**config.mk**
```make
export PLATFORM = sky130hd
export DESIGN_NAME = lmc_dec_display
export DESIGN_NICKNAME = d
export VERILOG_FILES = /design/src/rtl/lmc_dec_display.sv
export SDC_FILE = /design/constraint.sdc
export NUM_CORES = 1
export LEC_CHECK = 0
export ABC_AREA = 1
export BUFFER_PORTS_ARGS = -buffer_cell sky130_fd_sc_hd__clkbuf_2
export CAP_MARGIN = 5
export CORE_MARGIN = 2
export CORE_UTILIZATION = 58
export DETAILED_ROUTE_END_ITERATION = 10
export PLACE_DENSITY = 0.8
export SETUP_SLACK_MARGIN = 0.5
export SLEW_MARGIN = 20
export SYNTH_ARGS = -nofsm -noshare
export SYNTH_HDL_FRONTEND = slang
export SYNTH_SLANG_ARGS = --single-unit
```
**constraint.sdc**
```tcl
create_clock -name clk -period 1.82 [get_ports clk]
set_input_delay 0.364 -clock clk [delete_from_list [all_inputs] [get_ports clk]]
set_output_delay 0.364 -clock clk [all_outputs]
set_load 0.05 [all_outputs]
```
**src/rtl/lmc_dec_display.sv**
```systemverilog
// lmc_dec_display: sequential binary-to-BCD converter driving DIGITS active-low 7-segment displays.
// Define LMC_DEC_BLANK_EN to blank leading zeros (digit 0 always shown).
module lmc_dec_display #(
    parameter int IN_W   = 11,
    parameter int DIGITS = 3
) (
    input  logic                  clk,
    input  logic                  reset,
    input  logic                  in_valid,
    output logic                  in_ready,
    input  logic [IN_W-1:0]       in_value,
    output logic                  busy,
    output logic                  ovf,
    output logic [7*DIGITS-1:0]   hex_n
);
    localparam int BW = 4 * DIGITS;
    localparam int CW = $clog2(IN_W + 1);
    localparam logic [63:0] LIMIT = 64'(10 ** DIGITS);
    localparam logic [1:0] IDLE   = 2'd0;
    localparam logic [1:0] SHIFT  = 2'd1;
    localparam logic [1:0] COMMIT = 2'd2;

    logic [1:0]          state_q, state_d;
    logic [IN_W-1:0]     bin_q, bin_d;
    logic [BW-1:0]       bcd_q, bcd_d, adj;
    logic [CW-1:0]       cnt_q, cnt_d;
    logic                ovfn_q, ovfn_d;
    logic                ovf_q, ovf_d;
    logic [7*DIGITS-1:0] hex_q, hex_d, segs;
`ifdef LMC_DEC_BLANK_EN
    logic                lead;
`endif

    function automatic logic [6:0] seg(input logic [3:0] d);
        case (d)
            4'd0:    seg = 7'h40;
            4'd1:    seg = 7'h79;
            4'd2:    seg = 7'h24;
            4'd3:    seg = 7'h30;
            4'd4:    seg = 7'h19;
            4'd5:    seg = 7'h12;
            4'd6:    seg = 7'h02;
            4'd7:    seg = 7'h78;
            4'd8:    seg = 7'h00;
            4'd9:    seg = 7'h10;
            default: seg = 7'h7F;
        endcase
    endfunction

    always_comb begin
        adj  = bcd_q;
        segs = '1;
`ifdef LMC_DEC_BLANK_EN
        lead = 1'b1;
`endif
        for (int k = 0; k < DIGITS; k++)
            adj[4*k+:4] = (bcd_q[4*k+:4] >= 4'd5) ? bcd_q[4*k+:4] + 4'd3 : bcd_q[4*k+:4];
        // Walk from the most significant digit so leading-zero status propagates downward.
        for (int k = DIGITS - 1; k >= 0; k--) begin
`ifdef LMC_DEC_BLANK_EN
            lead = lead && (bcd_q[4*k+:4] == 4'd0) && (k != 0);
            segs[7*k+:7] = lead ? 7'h7F : seg(bcd_q[4*k+:4]);
`else
            segs[7*k+:7] = seg(bcd_q[4*k+:4]);
`endif
        end
    end

    always_comb begin
        state_d = state_q;
        bin_d   = bin_q;
        bcd_d   = bcd_q;
        cnt_d   = cnt_q;
        ovfn_d  = ovfn_q;
        ovf_d   = ovf_q;
        hex_d   = hex_q;
        case (state_q)
            IDLE: if (in_valid) begin
                bin_d   = in_value;
                bcd_d   = '0;
                ovfn_d  = 64'(in_value) >= LIMIT;
                cnt_d   = CW'(IN_W);
                state_d = SHIFT;
            end
            SHIFT: begin
                bcd_d   = {adj[BW-2:0], bin_q[IN_W-1]};
                bin_d   = bin_q << 1;
                cnt_d   = cnt_q - CW'(1);
                state_d = (cnt_q == CW'(1)) ? COMMIT : SHIFT;
            end
            COMMIT: begin
                hex_d   = ovfn_q ? {DIGITS{7'h3F}} : segs;
                ovf_d   = ovfn_q;
                state_d = IDLE;
            end
            default: state_d = IDLE;
        endcase
    end

    always_ff @(posedge clk or posedge reset) begin
        if (reset) begin
            state_q <= IDLE;
            bin_q   <= '0;
            bcd_q   <= '0;
            cnt_q   <= '0;
            ovfn_q  <= 1'b0;
            ovf_q   <= 1'b0;
            hex_q   <= '1;
        end else begin
            state_q <= state_d;
            bin_q   <= bin_d;
            bcd_q   <= bcd_d;
            cnt_q   <= cnt_d;
            ovfn_q  <= ovfn_d;
            ovf_q   <= ovf_d;
            hex_q   <= hex_d;
        end
    end

    assign in_ready = (state_q == IDLE);
    assign busy     = !in_ready;
    assign ovf      = ovf_q;
    assign hex_n    = hex_q;
endmodule

```
==> out/results.ini, run 1 <==
[status]
status = complete, no violations

[logic_synthesis]
synth_compound_area_share_pct = 8.23
yosys.area_share.adder_pct = 7.36
synth_cells = 372
synth_top_area_share_pct = 26.9
synth_flop_cell = dfrtp_1
avgSynthCellArea_um2 = 7.77
ys_types = 24
yosysSeqAreaShare_pct = 46.0
synth_area_um2 = 2890
yosys_warnings = 0
synthTopCellsByArea = dfrtp_1 27%, dfstp_2 19%, nand2_1 14%, nand3_1 8.1%, ha_1 7.4%
synth_top_family_by_area = simple AND/OR/NAND/NOR gates
ys_ff_latch = 52
ys_async_sr_fraction_pct = 100
muxShareOfSynthArea_pct = 0
synth_edf_count = 0
synth_commonest_cells = 109 x nand2_1, 47 x nand3_1, 39 x inv_1
syn_nets = 403
yosysMostFrequentCell = nand2_1
yosys.area_share.simple_pct = 29.6
synth_top_area_cell = dfrtp_1
synth_xor_area_share_pct = 0.303

[cells_and_area]
fill_cells = 240
area_growth_pct = 41.3
nets = 486
drive_above_1_share_pct = 34.4
n_antenna_cell = 0
finalNonFillerCells = 523

[die]
core_um2 = 4750
rows = 25
die_y_um = 74.6
initial_utilization_pct = 60.8
die_w_um = 74.6
io_pins = 38
die_area_um2 = 5560

[worst_hold_path]
hold_path_class = input port to asynchronous set/reset pin

[cts]
clk_pin_slew_worst_paths_ps = 90
cts.sinks = 52
clk_latency_ps = 310
clockBufferDepth = 2
cts_root_buffer = clkbuf_8
hold_buffers = 0
cts_max_level = 2
cts_tree = yes
cts_made_buffers = 5

[critical_path]
cp-end-kind = flop
critPathMaxFanout = 6
r2r_start = state_q[0]
worst-path-stages = 7
crit_path_max_incr_delay_ps = 440
crit_start = state_q[0]
crit_chain = inv_2 -> buf_4 -> nand2_4 -> nor2_4 -> nand2_4 -> o21bai_1 -> inv_1
crit_top_cell = nand2_4
start_kind = flop
critPathArrivalTime_ps = 1810
critPathKind = flop to flop
reg2regPathDepth = 7
worstPathRequired_ps = 2060
cpMaxStageDelayCell = dfrtp_1
critPathTopFamily = simple AND/OR/NAND/NOR gates
worst-path-buf-inv = 3
reg2reg_slack_ps = 250

[place]
gp_congestion = 0.924
io_buffers = 37
placed_cells = 467
hpwl_mm = 4.07

[drt]
routed_wl_mm = 8.74
drt-initial-drc-count = 385
vias_per_cell = 5.64
dr.pass1.iters = 5
num_vias = 2952
drc_errors = 0
ant_nets = 0
wire_per_inst_um = 16.7

[sta]
worst_slew_pin_slew_ps = 386
fin_crit_sh_pct = 86.5
clock.fmax_ghz = 0.635
fin_crit_ps = 1570
slew_violations = 0
finClkSkew_ps = 4.81
setup_viol = 0
rsz0062_at_grt = true
finalHoldViolCount = 0
slew-limit-headroom_pct = 74.2
finalSetupTns_ps = 0

[grt]
antenna_found_initial = 0
grt_pass1_vias = 2416
grt_max_degree = 28
grt-ovfl-total = 0
grt_usage_pct = 25.7
grt_pass1_wl_mm = 10.9

[power_and_ir_drop]
pwr_density_cell_nw_per_um2 = 2160
ir_drop_mv = 1.35
total_leakage_power_nw = 2.08

[run]
maxCapViolCount = 0

final timing paths:
| check | endpoint |
|---|---|
| min in group clk | bin_q[0] |
| max in group asynchronous | hex_n[20] |
| worst min-delay path | bcd_q[0] |
| worst max register to register | hex_n[15] |
| worst max-delay path | hex_n[15] |
| worst min register to register | bin_q[0] |
registers in the layout, indices dropped and copies added (netlist names):
name,flops
hex_n,21
bcd_q,12
bin_q,11
cnt_q,4
state_q,2
ovf,1
ovfn_q,1
layer usage:
metal	global-route usage [%]	up-vias	wire length, um
met5	0	-	0
met4	7.94	0	389
met3	4.74	47	691
met2	43.4	217	4240
met1	33.7	1344	3420
li1	-	1344	-
power breakdown:
part | internal, mW | switching [mW]
Sequential | 1.83 | 0.508
Combinational | 2.39 | 3.28
Clock | 0.409 | 0.387
Total | 4.63 | 4.17
cells by family after synthesis:
| family | count (synthesis) |
|---|---|
| AND/OR/NAND/NOR | 202 |
| buffers and inverters | 56 |
| flip-flops | 52 |
| AO/OA/AOI/OAI | 44 |
| adder cells (fa/ha/maj) | 17 |
| XOR/XNOR | 1 |
cell usage in the layout (no fill, tap or decap), drive strengths merged:
cell and n:
clkinv 3, a21oi 15, nor2 40, bufinv 1, nand3 47, nor3b 1, o21bai 6, dfrtp 31
ha 17, o21a 1, buf 61, inv 40, nand2 115, clkinvlp 4, clkbuf 30, dfstp 21
xnor2 1, o21ai 22
worst register-to-register path, delay by kind of cell (launching register included):
| family | cells | cell delay (ps) |
|---|---|---|
| buffers and inverters | 3 | 340 |
| flip-flops | 1 | 440 |
| AND/OR/NAND/NOR | 3 | 490 |
| AO/OA/AOI/OAI | 1 | 240 |
area by class of cell:
cell class | instances | area (um^2) | share of cell area (%)
Multi-Input combinational cell | 265 | 1430 | 34.9
Sequential cell | 52 | 1330 | 32.6
Timing Repair Buffer | 85 | 915 | 22.4
Inverter | 44 | 200 | 4.90
Tap cell | 67 | 83.8 | 2.05
Clock buffer | 6 | 72.6 | 1.78
Clock inverter | 2 | 35.0 | 0.858
Timing Repair inverter | 2 | 17.5 | 0.429
timing repair:
item / in CTS / in global routing
buffers inserted: 14 / 31
gates cloned: 0 / 3
pin swaps: 0 / 6
setup endpoints to repair: 33 / 70
resized for setup: 65 / 55
stage by stage:
step | worst slack, ps | hold slack, ps | area (um^2) | power, mW | util, %
global route | 237 | 135 | 4080 | 9.31 | 85.8
global placement | 470 | 444 | 3110 | 5.77 | 65.5
CTS | 368 | 115 | 3670 | 7.46 | 77.2
finish | 246 | 106 | 4080 | 8.80 | 85.8
detailed placement | 392 | 454 | 3110 | 5.83 | 65.5
floorplan | 440 | 411 | 2900 | 5.16 | -
Power figures use the tool's default switching activity.
==> run 2, diff against run 1 <==
--- a/config.mk
+++ b/config.mk
@@ -8,6 +8,7 @@
 export ABC_AREA = 1
 export BUFFER_PORTS_ARGS = -buffer_cell sky130_fd_sc_hd__clkbuf_2
 export CAP_MARGIN = 5
+export CORE_ASPECT_RATIO = 1.5
 export CORE_MARGIN = 2
 export CORE_UTILIZATION = 58
 export DETAILED_ROUTE_END_ITERATION = 10
==> run 2 against run 1 <==
Sequential cell count is the same. Utilization fell by 1.0 points. Power decreased by 2.1%. Register-to-register slack better by 190 ps. Clock skew increased by 1.1 ps. Critical endpoint is now hex_n[6]. Global-route usage shrank 1.1 points. Die area is 0.21% higher.
==> out/results.ini, run 2 (same netlist as run 1, synthesis figures left out) <==
[grt]
grt_pass1_wl_mm = 10.7  ; -2.0%
grt_max_degree = 53  ; +89%
grt-ovfl-total = 0  ; unchanged
grt_pass1_vias = 2477  ; +2.5%
antenna_found_initial = 0  ; unchanged
grt_usage_pct = 24.6  ; -1.1 points

[critical_path]
critPathMaxFanout = 2  ; -4
critPathArrivalTime_ps = 1060  ; -750 ps
worstPathRequired_ps = 1460  ; -600 ps
crit_path_max_incr_delay_ps = 580  ; +140 ps
cpMaxStageDelayCell = dfstp_2
critPathKind = flop to primary output
cp-end-kind = primary output
worst-path-buf-inv = 1  ; -2
crit_start = hex_n[6]
start_kind = flop
crit_chain = clkbuf_16
critPathTopFamily = flip-flops
r2r_start = state_q[0]

[die]
die_y_um = 90.4  ; +21%
core_um2 = 4810  ; +1.2%
io_pins = 38  ; unchanged
die_area_um2 = 5570  ; +0.21%
die_w_um = 61.6  ; -17%
rows = 31  ; +24%
initial_utilization_pct = 60.1  ; -0.70 points

[sta]
finClkSkew_ps = 5.89  ; +1.08 ps
worst_slew_pin_slew_ps = 391  ; +4.94 ps
clock.fmax_ghz = 0.703  ; +11%
finalHoldViolCount = 0  ; unchanged
setup_viol = 0  ; unchanged
fin_crit_sh_pct = 78.2  ; -8.3 points
fin_crit_ps = 1420  ; -152 ps
slew-limit-headroom_pct = 73.6  ; -0.58 points
rsz0062_at_grt = true
finalSetupTns_ps = 0  ; unchanged
slew_violations = 0  ; unchanged

[drt]
ant_nets = 0  ; unchanged
drc_errors = 0  ; unchanged
drt-initial-drc-count = 170  ; -56%
wire_per_inst_um = 15.0  ; -10%
routed_wl_mm = 7.57  ; -13%
vias_per_cell = 5.41  ; -4.2%
dr.pass1.iters = 6  ; +1
num_vias = 2726  ; -7.7%

[cells_and_area]
final_common_cell = nand2_1
n_antenna_cell = 0  ; unchanged
finalNonFillerCells = 504  ; -3.6%
post-route-util_pct = 84.8  ; -1.0 points
fill_cells = 273  ; +14%
final_cell_mix = 95 x nand2_1, 39 x nand3_1, 36 x nor2_1
nets = 468  ; -3.7%
largest_reg_flops = 21  ; unchanged
drive_above_1_share_pct = 37.2  ; +2.8 points
area_growth_pct = 41.2  ; about the same

[power_and_ir_drop]
total_leakage_power_nw = 2.03  ; -2.5%
pwr_density_cell_nw_per_um2 = 2110  ; -2.0%
ir_drop_mv = 1.44  ; +7.3%

[worst_hold_path]
hold_path_class = input port to asynchronous set/reset pin

[cts]
cts_root_buffer = clkbuf_8
clockBufferDepth = 2  ; unchanged
cts_tree = yes
clk_latency_ps = 300  ; about the same
cts_max_level = 2  ; unchanged
clk_pin_slew_worst_paths_ps = 90  ; about the same
cts_made_buffers = 5  ; unchanged
cts.sinks = 52  ; unchanged

[place]
io_buffers = 37  ; unchanged
gp_congestion = 0.853  ; -7.7%
hpwl_mm = 4.01  ; -1.5%
placed_cells = 465  ; -0.43%

[status]
status = complete, no violations

[run]
maxCapViolCount = 0  ; unchanged

run 2: cell count changes in the layout (fill, tap and decap cells not counted), moves of 2 or more:
cell and change:
a21oi_2 +4, nand2_2 +5, buf_4 -19, nand3_2 +6
ha_2 +2, nand2_1 -9, ha_1 -3, a21oi_1 -4
nand2_8 +2, nand3_1 -6
run 2: worst paths after layout:
check,end,slack (ps),cells past startpoint
max in group asynchronous,hex_n[3],1430,3
worst max register to register,hex_n[2],440,7
worst min-delay path,bin_q[1],110,3
worst max-delay path,hex_n[6],400,1
worst min register to register,cnt_q[3],490,1
min in group clk,bin_q[0],270,3
run 2: timing repair:
item / CTS / global route
pin swaps: 2 / 13
gates cloned: 0 / 3
endpoints found under the setup margin: 32 / 68
hold buffers: 0 / 0
resized for setup: 64 / 91
setup buffers: 14 / 14
run 2: metrics by stage:
step | power (mW) | setup WS, ps | hold slack, ps | instance area, um^2
finish | 8.62 | 398 | 107 | 4080
global route | 9.19 | 375 | 134 | 4080
detailed placement | 5.83 | 416 | 444 | 3120
global placement | 5.74 | 465 | 438 | 3120
CTS | 7.40 | 392 | 112 | 3650
floorplan | 5.16 | 440 | 411 | 2900
run 2: final cells by class:
class / count / area, um^2 / share of cell area, %
multi-input combinational: 264 / 1540 / 37.7
sequential: 52 / 1330 / 32.7
timing repair buffer: 67 / 782 / 19.2
inverter: 44 / 206 / 5.06
tap: 66 / 82.6 / 2.02
clock buffer: 6 / 72.6 / 1.78
clock inverter: 2 / 35.0 / 0.859
timing repair inverter: 3 / 27.5 / 0.675
run 2: power by group:
part / leakage, nW / internal, mW / total [mW] / switching, mW
combinational: 1.39 / 2.28 / 5.46 / 3.17
clock: 0.0552 / 0.409 / 0.790 / 0.381
sequential: 0.593 / 1.83 / 2.37 / 0.543
run 2: routing by layer:
metal / share of wire, % / routed length [um] / up-vias / global-route usage (%)
met5: 0 / 0 / - / 0
met4: 4.0 / 306 / 0 / 9.57
met3: 4.6 / 352 / 37 / 3.87
met2: 53 / 4050 / 116 / 41.8
met1: 38 / 2870 / 1267 / 29.8
li1: - / - / 1306 / -
==> run 3, diff against run 2 <==
--- a/config.mk
+++ b/config.mk
@@ -10,9 +10,9 @@
 export CAP_MARGIN = 5
 export CORE_ASPECT_RATIO = 1.5
 export CORE_MARGIN = 2
-export CORE_UTILIZATION = 58
+export CORE_UTILIZATION = 52
 export DETAILED_ROUTE_END_ITERATION = 10
-export PLACE_DENSITY = 0.8
+export PLACE_DENSITY = 0.76
 export SETUP_SLACK_MARGIN = 0.5
 export SLEW_MARGIN = 20
 export SYNTH_ARGS = -nofsm -noshare
==> constraint.sdc (replaced) <==
create_clock -name clk -period 1.3 [get_ports clk]
set_input_delay 0.26 -clock clk [delete_from_list [all_inputs] [get_ports clk]]
set_output_delay 0.26 -clock clk [all_outputs]
set_load 0.05 [all_outputs]
==> run 3 against run 2 <==
Largest cell class unchanged. Clock power is 29% higher. Cell count is 4.8% higher. Sequential cell count unchanged. Utilization is 1.4 points higher. Cell area rose by 14%. The run now ends with negative hold slack, negative setup slack left. Die area grew 11%. Register-to-register slack worse by 590 ps. Routed wire length up 38%.
==> out/results.ini, run 3 (same netlist as run 1, synthesis figures left out) <==
[critical_path]
critPathMaxFanout = 6  ; +4
r2r_end = hex_n[16]
critPathKind = flop to flop
cp-end-kind = flop
r2r_start = state_q[0]
crit_chain = inv_2 -> buf_6 -> nand2_4 -> nor2_4 -> nand2_2 -> o21bai_1 -> inv_1
reg2regPathDepth = 7  ; unchanged
start_kind = flop
reg2reg_slack_ps = -150  ; -590 ps
worstPathRequired_ps = 1560  ; +100 ps
critPathArrivalTime_ps = 1710  ; +650 ps
crit_path_max_incr_delay_ps = 420  ; -160 ps
worst-path-buf-inv = 3  ; +2
cpMaxStageDelayCell = dfrtp_1
critPathTopFamily = simple AND/OR/NAND/NOR gates

[die]
io_pins = 38  ; unchanged
core_um2 = 5410  ; +12%
die_y_um = 95.3  ; +5.4%
rows = 33  ; +6.5%
die_area_um2 = 6180  ; +11%
initial_utilization_pct = 53.4  ; -6.7 points
die_w_um = 64.9  ; +5.2%

[sta]
slew_violations = 0  ; unchanged
final.setup.worst_slack_ps = -154  ; -552 ps
fin_crit_ps = 1450
finClkSkew_ps = 21.1  ; +15.2 ps
finalHoldViolCount = 7  ; +7
rsz0062_at_grt = true
clock.fmax_ghz = 0.688
slew-limit-headroom_pct = 74.8  ; +1.1 points
hold_ws_ps = -48.3  ; -155 ps
fin_crit_sh_pct = 112
worst_slew_pin_slew_ps = 375  ; -16.6 ps
setup_viol = 57  ; +57

[cells_and_area]
drive_above_1_share_pct = 51.1  ; +14 points
final_cell_mix = 74 x nand2_1, 32 x nand3_1, 30 x nor2_1
finalNonFillerCells = 528  ; +4.8%
n_antenna_cell = 0  ; unchanged
largest_reg_flops = 21  ; unchanged
multi_input_area_um2 = 1760  ; +14%
area_growth_pct = 61.5
final_common_cell = nand2_1
register_area_um2 = 1330  ; about the same
fill_cells = 235  ; -14%
nets = 488  ; +4.3%

[cts]
hold_buffers = 0  ; unchanged
cts_root_buffer = clkbuf_8
cts_made_buffers = 5  ; unchanged
cts_max_level = 2  ; unchanged
cts.sinks = 52  ; unchanged
clk_pin_slew_worst_paths_ps = 110  ; +20 ps
clockBufferDepth = 2  ; unchanged
clk_latency_ps = 330  ; +30 ps
cts_tree = yes

[grt]
grt_max_degree = 53  ; unchanged
grt-ovfl-total = 0  ; unchanged
grt_pass1_vias = 2881  ; +16%
grt_pass1_wl_mm = 13.6  ; +27%
antenna_found_initial = 0  ; unchanged
grt_usage_pct = 28.5  ; +3.9 points

[run]
maxCapViolCount = 0  ; unchanged

[drt]
num_vias = 3037  ; +11%
vias_per_cell = 5.75  ; +6.3%
dr.pass1.iters = 5  ; -1
ant_nets = 0  ; unchanged
wire_per_inst_um = 19.8  ; +32%
drt-initial-drc-count = 257  ; +51%
drc_errors = 0  ; unchanged
routed_wl_mm = 10.5  ; +38%

[place]
gp_congestion = 0.885  ; +3.7%
io_buffers = 37  ; unchanged
dpl_worst_slack_ps = 3.76  ; -412 ps
hpwl_mm = 4.46  ; +11%
placed_cells = 487  ; +4.7%

[power_and_ir_drop]
total_leakage_power_nw = 2.34  ; +15%
pwr_density_cell_nw_per_um2 = 3030  ; +43%
ir_drop_mv = 1.76  ; +22%

[worst_hold_path]
hold_path_class = input port to asynchronous set/reset pin

[status]
violations = negative hold slack, negative setup slack
status = finished, violations left

[run 3: cell count changes in the layout (fill, tap and decap cells not counted), moves of 8 or more]
cell / change
buf_6: +11
clkbuf_16: +8
nand2_1: -21
nand2_2: +12
nand2_4: +11
o21ai_0: -12
o21ai_1: +8
[run 3: how the worst max path moves through the flow]
stage                    start         to  slack (ps)  cells past startpoint
finish              state_q[0]  hex_n[16]        -150                      7
global route        state_q[0]  hex_n[16]        -200                      7
CTS                 state_q[0]   in_ready         -40                      2
detailed placement  state_q[0]   hex_n[1]           4                      6
global placement    state_q[0]   hex_n[8]          20                      6
floorplan           state_q[1]  bin_q[10]         -80                      7
[run 3: tightest hold or removal path, stage by stage]
cell	delay (ps)
clkbuf_2	100
clkinvlp_4	80
buf_12	240
[run 3: power breakdown]
part | leakage (nW) | switching, mW | internal, mW | total [mW]
logic | 1.69 | 5.37 | 4.32 | 9.69
registers | 0.593 | 0.873 | 2.56 | 3.43
clock network | 0.0510 | 0.590 | 0.427 | 1.02
total | 2.34 | 6.84 | 7.30 | 14.1
[run 3: area by class of cell]
type                            count  area share (%)
Sequential cell                    52            28.6
Clock buffer                        6            1.77
Inverter                           44            4.21
Clock inverter                      2           0.215
Timing Repair Buffer               90            25.6
Multi-Input combinational cell    264            37.7
Tap cell                           70            1.88
[run 3: layer usage]
metal	global-route usage (%)	vias up	routed length, um
li1	-	1345	-
met1	31.1	1470	3780
met2	51.6	165	5550
met3	5.67	57	637
met4	14.5	0	491
met5	0	-	0
[run 3: stage by stage]
| step | hold slack, ps | instance area, um^2 | TNS [ps] | utilization (%) | power (mW) |
|---|---|---|---|---|---|
| 2_1_floorplan | 307 | 3000 | -1420 | - | 7.54 |
| 3_3_place_gp | 334 | 3400 | 0 | 62.9 | 8.93 |
| 3_5_place_dp | 347 | 3400 | 0 | 62.9 | 9.08 |
| 4_1_cts | 7.33 | 4220 | -468 | 78.0 | 11.9 |
| 5_1_grt | -2.65 | 4660 | -5270 | 86.2 | 14.8 |
| 6_report | -48.3 | 4660 | -2430 | 86.2 | 14.1 |
[run 3: what timing repair did]
action                     4_1_cts  5_1_grt
pin swaps                       21       15
buffers inserted                17       11
setup endpoints to repair       76       76
resized for setup              118       93
gates cloned                     3        2
